## src/rtl/ring_mon_pkg.sv

```systemverilog
// Shared definitions for the ring phase monitor: FSM state encoding,
// default ring geometry and a direction-aware rotate helper.
package ring_mon_pkg;

  localparam int RING_WIDTH       = 8;
  localparam int RING_LOCK_CYCLES = 4;

  typedef enum logic [1:0] {
    IDLE   = 2'd0,
    TRACK  = 2'd1,
    LOCKED = 2'd2,
    FAULT  = 2'd3
  } mon_state_t;

  // Rotates the low w bits of s by one position. Bits above w are ignored,
  // so callers zero-extend their ring into the 64-bit container.
  function automatic logic [63:0] ring_rotate(input logic [63:0] s,
                                              input int          w,
                                              input logic        left);
    logic [63:0] mask;
    logic [63:0] sm;
    mask = (w >= 64) ? '1 : ((64'd1 << w) - 64'd1);
    sm   = s & mask;
    if (left)
      ring_rotate = ((sm << 1) | (sm >> (w - 1))) & mask;
    else
      ring_rotate = ((sm >> 1) | (sm << (w - 1))) & mask;
  endfunction

endpackage

```

## src/rtl/onehot_encoder.sv

```systemverilog
// Combinational one-hot to binary encoder. o_valid is high only when exactly
// one input bit is set; o_idx is meaningful only in that case.
module onehot_encoder #(
  parameter int WIDTH = 8
) (
  input  logic [WIDTH-1:0]         i_vec,
  output logic [$clog2(WIDTH)-1:0] o_idx,
  output logic                     o_valid
);

  localparam int IW = $clog2(WIDTH);

  logic w_seen;
  logic w_multi;

  // OR together the indices of set bits and flag more than one set bit
  always_comb begin
    o_idx   = '0;
    w_seen  = 1'b0;
    w_multi = 1'b0;
    for (int i = 0; i < WIDTH; i++) begin
      if (i_vec[i]) begin
        if (w_seen) w_multi = 1'b1;
        w_seen = 1'b1;
        o_idx  = o_idx | IW'(i);
      end
    end
    o_valid = w_seen & ~w_multi;
  end

endmodule

```

## src/rtl/ring_phase_monitor.sv

```systemverilog
// Ring phase monitor: registers the ring counter bus, checks that it stays
// one-hot and rotates one step per clock, reports phase, lock, faults and
// completed revolutions. Latency from count_in to outputs is two edges.
// Build option: define RING_MON_HOLD_EN to tolerate a held one-hot value
// (upstream counter with clock enable) instead of treating it as a fault.
//
// state  | meaning
// IDLE   | waiting for the first one-hot sample (no errors raised)
// TRACK  | counting consecutive correct rotations toward lock
// LOCKED | rotation verified; any bad sample is a fault
// FAULT  | fault seen while locked; waiting for a one-hot sample
module ring_phase_monitor
  import ring_mon_pkg::*;
#(
  parameter int WIDTH       = RING_WIDTH,
  parameter int LOCK_CYCLES = RING_LOCK_CYCLES,
  parameter int REV_W       = 8,
  parameter int ROTATE_LEFT = 1
) (
  input  logic                     clk,
  input  logic                     init,
  input  logic [WIDTH-1:0]         count_in,
  input  logic                     clr_err,
  output logic [$clog2(WIDTH)-1:0] phase,
  output logic                     phase_valid,
  output logic                     locked,
  output logic                     err,
  output logic                     err_sticky,
  output logic [REV_W-1:0]         rev_count
);

  localparam int PW = $clog2(WIDTH);
  localparam int GW = (LOCK_CYCLES > 1) ? $clog2(LOCK_CYCLES) : 1;
  localparam logic [GW-1:0] GOOD_MAX = GW'(LOCK_CYCLES - 1);
  localparam logic ROT_L = (ROTATE_LEFT != 0);

  logic [WIDTH-1:0] r_samp;
  logic [WIDTH-1:0] r_prev;
  logic [WIDTH-1:0] w_rot;
  logic [PW-1:0]    w_idx;
  logic             w_onehot;
  logic             w_step_ok;
  logic             w_wrap;
  logic             w_hold;
  logic             w_err_set;

  mon_state_t       r_state;
  mon_state_t       w_state_nxt;
  logic [GW-1:0]    r_good;
  logic [GW-1:0]    w_good_nxt;

  logic [PW-1:0]    r_phase;
  logic             r_phase_valid;
  logic             r_err;
  logic             r_err_sticky;
  logic [REV_W-1:0] r_rev;

  onehot_encoder #(.WIDTH(WIDTH)) u_enc (
    .i_vec  (r_samp),
    .o_idx  (w_idx),
    .o_valid(w_onehot)
  );

  assign w_rot     = WIDTH'(ring_rotate(64'(r_prev), WIDTH, ROT_L));
  assign w_step_ok = w_onehot && (r_samp == w_rot);
  // A correct step out of the end bit is the only way back to the start bit
  assign w_wrap    = w_step_ok && (ROT_L ? r_prev[WIDTH-1] : r_prev[0]);

`ifdef RING_MON_HOLD_EN
  assign w_hold = w_onehot && (r_samp == r_prev);
`else
  assign w_hold = 1'b0;
`endif

  // Input pipeline: current sample and the one before it
  always_ff @(posedge clk or posedge init) begin
    if (init) begin
      r_samp <= '0;
      r_prev <= '0;
    end else begin
      r_samp <= count_in;
      r_prev <= r_samp;
    end
  end

  // FSM state and lock-qualification counter
  always_ff @(posedge clk or posedge init) begin
    if (init) begin
      r_state <= IDLE;
      r_good  <= '0;
    end else begin
      r_state <= w_state_nxt;
      r_good  <= w_good_nxt;
    end
  end

  // FSM next-state decode
  always_comb begin
    w_state_nxt = r_state;
    w_good_nxt  = r_good;
    case (r_state)
      IDLE: begin
        if (w_onehot) begin
          w_state_nxt = TRACK;
          w_good_nxt  = '0;
        end
      end
      TRACK: begin
        if (w_step_ok) begin
          if (r_good == GOOD_MAX) begin
            w_state_nxt = LOCKED;
            w_good_nxt  = '0;
          end else begin
            w_good_nxt = r_good + GW'(1);
          end
        end else if (w_hold) begin
          w_good_nxt = r_good;
        end else if (w_onehot) begin
          w_good_nxt = '0;
        end else begin
          w_state_nxt = IDLE;
        end
      end
      LOCKED: begin
        if (!w_step_ok && !w_hold) w_state_nxt = FAULT;
      end
      FAULT: begin
        if (w_onehot) begin
          w_state_nxt = TRACK;
          w_good_nxt  = '0;
        end
      end
      default: w_state_nxt = IDLE;
    endcase
  end

  // FSM outputs derived from the current state
  always_comb begin
    locked    = (r_state == LOCKED);
    w_err_set = (r_state == LOCKED) && !w_step_ok && !w_hold;
  end

  // Phase, fault flags and revolution counter
  always_ff @(posedge clk or posedge init) begin
    if (init) begin
      r_phase       <= '0;
      r_phase_valid <= 1'b0;
      r_err         <= 1'b0;
      r_err_sticky  <= 1'b0;
      r_rev         <= '0;
    end else begin
      r_phase_valid <= w_onehot;
      if (w_onehot) r_phase <= w_idx;
      r_err <= w_err_set;
      if (w_err_set)    r_err_sticky <= 1'b1;
      else if (clr_err) r_err_sticky <= 1'b0;
      if ((r_state == LOCKED) && w_wrap) r_rev <= r_rev + REV_W'(1);
    end
  end

  assign phase       = r_phase;
  assign phase_valid = r_phase_valid;
  assign err         = r_err;
  assign err_sticky  = r_err_sticky;
  assign rev_count   = r_rev;

endmodule

```

## config.mk

```make
export PLATFORM = sky130hd
export DESIGN_NAME = ring_phase_monitor
export DESIGN_NICKNAME = d
export VERILOG_FILES = /design/src/rtl/ring_mon_pkg.sv /design/src/rtl/onehot_encoder.sv /design/src/rtl/ring_phase_monitor.sv
export SDC_FILE = /design/constraint.sdc
export NUM_CORES = 1
export LEC_CHECK = 0
export ABC_AREA = 1
export BUFFER_PORTS_ARGS = -buffer_cell sky130_fd_sc_hd__buf_4
export CORE_UTILIZATION = 56
export DETAILED_ROUTE_END_ITERATION = 8
export PLACE_DENSITY = 0.78
export SYNTH_ARGS = -nofsm -noshare
export SYNTH_HDL_FRONTEND = slang
export SYNTH_SLANG_ARGS = --single-unit
```

## constraint.sdc

```tcl
create_clock -name clk -period 2.11 [get_ports clk]
set_input_delay 0.211 -clock clk [delete_from_list [all_inputs] [get_ports clk]]
set_output_delay 0.211 -clock clk [all_outputs]
set_load 0.05 [all_outputs]
```

==> results.json, run 1 <==
{
  "clock_skew_ps": 5.66,
  "synth_cell_types": 25,
  "crit_required_ps": 2380,
  "peakVddDrop_mv": 0.548,
  "gr-total-overflow": 0,
  "synth_top_area_share_pct": 48.9,
  "vias": 1403,
  "path_buf_inv": 0,
  "ys_ff_latch": 34,
  "crit_family": "simple AND/OR/NAND/NOR gates",
  "critPathArrivalTime_ps": 1970,
  "grt_pass1_wl_um": 5400,
  "ys_seq_area_share_pct": 48.9,
  "worstMarginPinSlew_ps": 421,
  "clk_latency_ps": 330,
  "drv_slew": 0,
  "fin_nets": 271,
  "fin_util_pct": 74.5,
  "max_freq_ghz": 0.587,
  "ys.flop_type": "dfrtp_1",
  "crit_type": "register to register",
  "relSlewSlack_pct": 71.9,
  "worst_setup_path_startpoint": "r_samp[0]$_DFF_PP0_",
  "reg2reg_to": "rev_count[3]$_DFFE_PP0P_",
  "synth_edf_count": 0,
  "power.density_nw_per_um2": 661,
  "synth_commonest_cells": "nand2_1, dfrtp_1, inv_1",
  "wl_per_cell_um": 11.1,
  "syn_avg_cell_area_sq_um": 8.18,
  "crit_path_start_kind": "register",
  "cts_root_buf": "clkbuf_4",
  "crit_path_max_fanout": 10,
  "end_kind": "register",
  "postRouteAntennaNets": 0,
  "drtIter0Drc": 59,
  "first_pass_iters": 6,
  "period_needed_ps": 1700,
  "globalRouteTotalUtil_pct": 21.7,
  "portBuffers": 25,
  "vias_per_cell": 4.89,
  "synth.most_common_cell": "nand2_1",
  "slowest_stage": "dfrtp_1",
  "busiest_layer": "met2",
  "grt_max_degree": 35,
  "grt_use_met1_pct": 27.9,
  "core-area_sq_um": 2850,
  "area_growth_pct": 22.1,
  "h-tree-depth": 2,
  "rr_worst_depth": 9,
  "antenna_found_initial": 0,
  "synthesis.nets": 229,
  "hold_path_class": "input port to register",
  "grt_pass1_vias": 1296,
  "fin_setup_tns_ps": 0,
  "p_leak_nw": 1.19,
  "drive_above_1_share_pct": 19.9,
  "violations": "design-rule violations",
  "async_flop_share_pct": 100,
  "clock_path_buffers": 2,
  "die_height_um": 57.8,
  "finalHoldViolCount": 0,
  "syn_inst": 213,
  "setup_viol": 0,
  "cp_cell_sequence": "nor2_1 -> nand2_2 -> a21boi_2 -> nand2_2 -> nor2_8 -> nand2_4 -> nor3_4 -> nand2_1 -> nand2_1",
  "num_io_pins": 26,
  "netlist_top_cells_area": "dfrtp_1, nand2_1, inv_1",
  "reg2reg_slack_ps": 410,
  "clk_pin_slew_ps": 100,
  "rows": 19,
  "die_area_sq_um": 3340,
  "status": "finished, violations left",
  "dp.final_hpwl_um": 2310,
  "place_congestion": 0.848,
  "cts_tree": "built",
  "yosysTopAreaCell": "dfrtp_1",
  "cts_sinks": 34,
  "met2_usage_pct": 35.5,
  "yosysWarnings": 0,
  "netlist_area_sq_um": 1740,
  "path_depth": 9,
  "cts_buffers": 5,
  "gr-usage-met3_pct": 5.13,
  "start_util_pct": 61.1,
  "drv_cap": 0,
  "n_antenna_cell": 0,
  "drc_errors": 2,
  "drt-total-wl_um": 3180,
  "fp.dieW_um": 57.8,
  "max_stage_delay_ps": 440,
  "fin_crit_sh_pct": 80.7,
  "cp-endpoint": "rev_count[3]$_DFFE_PP0P_",
  "rsz0062_at_grt": "no",
  "timing.rr.start": "r_samp[0]$_DFF_PP0_"
}
[worst min-delay path by stage]
stage	from	end	slack [ps]	cells after the start
2_1_floorplan	count_in[0]	r_samp[0]$_DFF_PP0_	240	0
3_3_place_gp	count_in[7]	r_samp[7]$_DFF_PP0_	320	1
3_5_place_dp	count_in[3]	r_samp[3]$_DFF_PP0_	320	1
4_1_cts	clr_err	err_sticky$_DFFE_PP0P_	30	2
5_1_grt	clr_err	err_sticky$_DFFE_PP0P_	40	2
6_report	clr_err	err_sticky$_DFFE_PP0P_	50	2
[cell type report]
cell class | count | area (sq um)
well taps | 31 | 38.8
repair buffers | 35 | 285
inverters | 31 | 116
clock inverters | 1 | 5.00
multi-input cells | 148 | 774
fillers | 224 | 727
clock buffers | 7 | 55.1
flip-flops and latches | 34 | 851
[sequential cells by signal, indices dropped and copies added, names as in the netlist]
signal,flops
err,1
phase,3
err_sticky,1
r_prev,8
r_state,2
rev_count,8
phase_valid,1
r_samp,8
r_good,2
[logic make-up after synthesis]
logic type               Yosys count  share of synthesized area [%]
AO/OA/AOI/OAI                     11                           3.88
XOR/XNOR                           9                           4.53
adder cells (fa/ha/maj)            5                           3.59
buffers and inverters             31                           6.68
flip-flops                        34                           48.9
AND/OR/NAND/NOR                  123                           32.5
[placed cells by master (no fill, tap or decap), types with 2 or more instances in the layout]
| cell type | instances |
|---|---|
| xnor2_1 | 4 |
| nor2_4 | 2 |
| ha_1 | 5 |
| clkbuf_4 | 5 |
| dfrtp_1 | 34 |
| nand2_2 | 3 |
| dlygate4sd3_1 | 9 |
| a21oi_1 | 2 |
| nor4_1 | 2 |
| nand3_1 | 11 |
| nor2_1 | 10 |
| inv_2 | 5 |
| inv_1 | 26 |
| xor2_1 | 5 |
| nand2_1 | 87 |
| o21ai_0 | 6 |
| buf_4 | 26 |
[stage by stage]
stage | hold slack, ps | setup slack [ps] | cell area, sq um | instances | power [mW]
finish | 50.1 | 407 | 2130 | 287 | 1.41
global route | 44.4 | 256 | 2130 | 287 | 1.48
CTS | 30.4 | 413 | 2130 | 287 | 1.42
detailed placement | 322 | 435 | 1980 | 270 | 1.03
global placement | 320 | 485 | 1980 | 270 | 1.03
floorplan | 242 | 464 | 1740 | 213 | 0.956
[where the power goes]
group	internal, mW	switching (mW)
logic	0.117	0.188
registers	0.693	0.0364
clock network	0.161	0.210
total	0.971	0.434
[timing repair]
action                    CTS  global route
buffers inserted            0             0
resized for setup           0             0
hold buffers                9             0
hold endpoints to repair   42             0
[metal layers]
metal / part of all wire (%) / routed length [um]
met5: 0 / 0
met2: 47 / 1500
met1: 48 / 1530
met3: 3.5 / 110
met4: 1.2 / 37
(Power assumes the default switching activity.)
==> run 2: changes to the inputs <==
Settings changed: ABC_AREA 1 to 0, CORE_UTILIZATION 56 to 54, PLACE_DENSITY 0.78 to 0.76.
Clock period 2.11 ns to 1.7 ns, I/O delays scaled along.
==> run 2 against run 1 <==
Effect of this change: the flow finishes with violations (negative setup slack); clock skew grew 15 ps; clock power grew 45%; worst setup slack lost 750 ps; non-clock buffer count grew 22; register-to-register slack lost 750 ps; critical path depth shrank 4; global-route usage shrank 0.72 points; first-iteration DRC count shrank 53%; core utilization grew 3.3 points; synthesized area shrank 11%; sequential cell count is the same; critical path type unchanged; largest power group unchanged.
==> results.json, run 2 <==
{
  "drv_slew": 0,
  "globalRouteTotalUtil_pct": 21.0,
  "ys_ff_latch": 34,
  "start_util_pct": 56.5,
  "crit_required_ps": 1910,
  "place_area_sq_um": 1880,
  "end_kind": "register",
  "async_flop_share_pct": 100,
  "clk_pin_slew_ps": 110,
  "ys_seq_area_share_pct": 55.1,
  "synth_top_area_share_pct": 55.1,
  "fin_setup_tns_ps": -4780,
  "cts_tree": "built",
  "postRouteAntennaNets": 0,
  "mostFrequentLayoutCells": "buf_4, dfrtp_1, xor2_1",
  "yosysTopAreaCell": "dfrtp_1",
  "crit_path_start_kind": "register",
  "portBuffers": 25,
  "vias": 1104,
  "synth_cell_types": 32,
  "violations": "negative setup slack",
  "die_height_um": 55.5,
  "power.density_nw_per_um2": 1070,
  "drt-total-wl_um": 3090,
  "drc_errors": 0,
  "crit_type": "register to register",
  "synth_commonest_cells": "dfrtp_1, xor2_1, inv_1",
  "wl_per_cell_um": 14.6,
  "drive_above_1_share_pct": 43.6,
  "p_leak_nw": 1.03,
  "area_growth_pct": 37.7,
  "fill_cells": 183,
  "clock_skew_ps": 20.4,
  "finalHoldViolCount": 0,
  "drtIter0Drc": 28,
  "instances_no_fill": 212,
  "grt_pass1_vias": 1103,
  "synth_edf_count": 0,
  "grt_pass1_wl_um": 5000,
  "critPathArrivalTime_ps": 2250,
  "worst_slack_ps": -338,
  "netlist_top_cells_area": "dfrtp_1, xor2_1, nor4_4",
  "relSlewSlack_pct": 72.5,
  "synth.most_common_cell": "dfrtp_1",
  "fin_nets": 196,
  "rows": 19,
  "vias_per_cell": 5.21,
  "gr-total-overflow": 0,
  "worstMarginPinSlew_ps": 410,
  "syn_inst": 122,
  "peakVddDrop_mv": 1.14,
  "fin_crit_sh_pct": 120,
  "num_io_pins": 26,
  "hold_path_class": "input port to register",
  "dp.final_hpwl_um": 2100,
  "rsz0062_at_grt": "yes",
  "place_ws_ps": -383,
  "ys.flop_type": "dfrtp_1",
  "drv_cap": 0,
  "dp.cells": 191,
  "core-area_sq_um": 2730,
  "clk_latency_ps": 320,
  "mostFrequentLayoutCell": "buf_4",
  "place_congestion": 0.788,
  "antenna_found_initial": 0,
  "netlist_area_sq_um": 1550,
  "synthesis.nets": 138,
  "total_power_mw": 2.27,
  "yosysWarnings": 0,
  "h-tree-depth": 2,
  "cts_sinks": 34,
  "cts_buffers": 5,
  "max_freq_ghz": 0.491,
  "fp.dieW_um": 55.5,
  "syn_avg_cell_area_sq_um": 12.7,
  "die_area_sq_um": 3080,
  "period_needed_ps": 2040,
  "n_antenna_cell": 0,
  "finalInstanceArea_sq_um": 2130,
  "grt_max_degree": 35,
  "status": "finished, violations left",
  "cts_root_buf": "clkbuf_4",
  "clock_path_buffers": 2,
  "first_pass_iters": 5,
  "setup_viol": 18,
  "crit_path_max_fanout": 8
}
==> run 2: timing repair <==
action                     CTS  global route
gates cloned                 0             0
pin swaps                    6             2
setup endpoints to repair   18            18
hold buffers                 9             0
resized for setup            2            15
hold endpoints to repair    42             0
setup buffers                2             4
==> run 2: worst paths after layout <==
kind / slack (ps) / depth (start not counted) / to / from
max in group asynchronous: 860 / 4 / r_samp[5]$_DFF_PP0_ / init
min in group asynchronous: 490 / 4 / r_state[1]$_DFFE_PP0P_ / init
worst max register to register: -340 / 5 / rev_count[1]$_DFFE_PP0P_ / r_samp[3]$_DFF_PP0_
worst min-delay path: 120 / 3 / err_sticky$_DFFE_PP0P_ / clr_err
worst max-delay path: -340 / 5 / rev_count[1]$_DFFE_PP0P_ / r_samp[3]$_DFF_PP0_
worst min register to register: 490 / 0 / r_prev[5]$_DFF_PP0_ / r_samp[5]$_DFF_PP0_
==> run 2: layout make-up <==
class / count / area (sq um) / share of cell area (%)
multi-input cells: 74 / 662 / 31.1
clock buffers: 8 / 78.8 / 3.71
well taps: 31 / 38.8 / 1.82
flip-flops and latches: 34 / 856 / 40.2
repair buffers: 57 / 462 / 21.7
inverters: 8 / 30.0 / 1.41
==> run 2: cell families after synthesis <==
| family | Yosys count | synth area share [%] |
|---|---|---|
| adder cells (fa/ha/maj) | 6 | 4.70 |
| XOR/XNOR | 16 | 9.56 |
| multiplexers | 6 | 4.13 |
| buffers and inverters | 14 | 5.10 |
| AND/OR/NAND/NOR | 35 | 16.0 |
| flip-flops | 34 | 55.1 |
| AO/OA/AOI/OAI | 11 | 5.43 |
==> run 2: report_power, final <==
group | internal, mW | switching [mW] | leakage, nW
clock network | 0.283 | 0.256 | 0.0446
registers | 0.896 | 0.0644 | 0.421
logic | 0.325 | 0.442 | 0.564
total | 1.50 | 0.762 | 1.03
==> run 2: metrics by stage <==
step | utilization (%) | hold slack (ps)
2_1_floorplan | - | 201
3_3_place_gp | 68.8 | 279
3_5_place_dp | 68.8 | 281
4_1_cts | 75.4 | 114
5_1_grt | 77.8 | 114
6_report | 77.8 | 123
==> run 2: metal layers <==
metal | wire [um] | share of wire (%) | global-route usage, % | vias to the layer above
li1 | - | - | - | 530
met1 | 1360 | 44 | 27.1 | 539
met2 | 1580 | 51 | 34.8 | 29
met3 | 107 | 3.5 | 4.92 | 6
met4 | 46 | 1.5 | 7.50 | 0
met5 | 0 | 0 | 0 | -
==> run 2: worst max-delay path, cell delays in order (launching register included) <==
cell      delay (ps)
dfrtp_2          440
nor4_4           360
and4_4           270
a21oi_2           40
a2111o_1         520
mux2_2           320
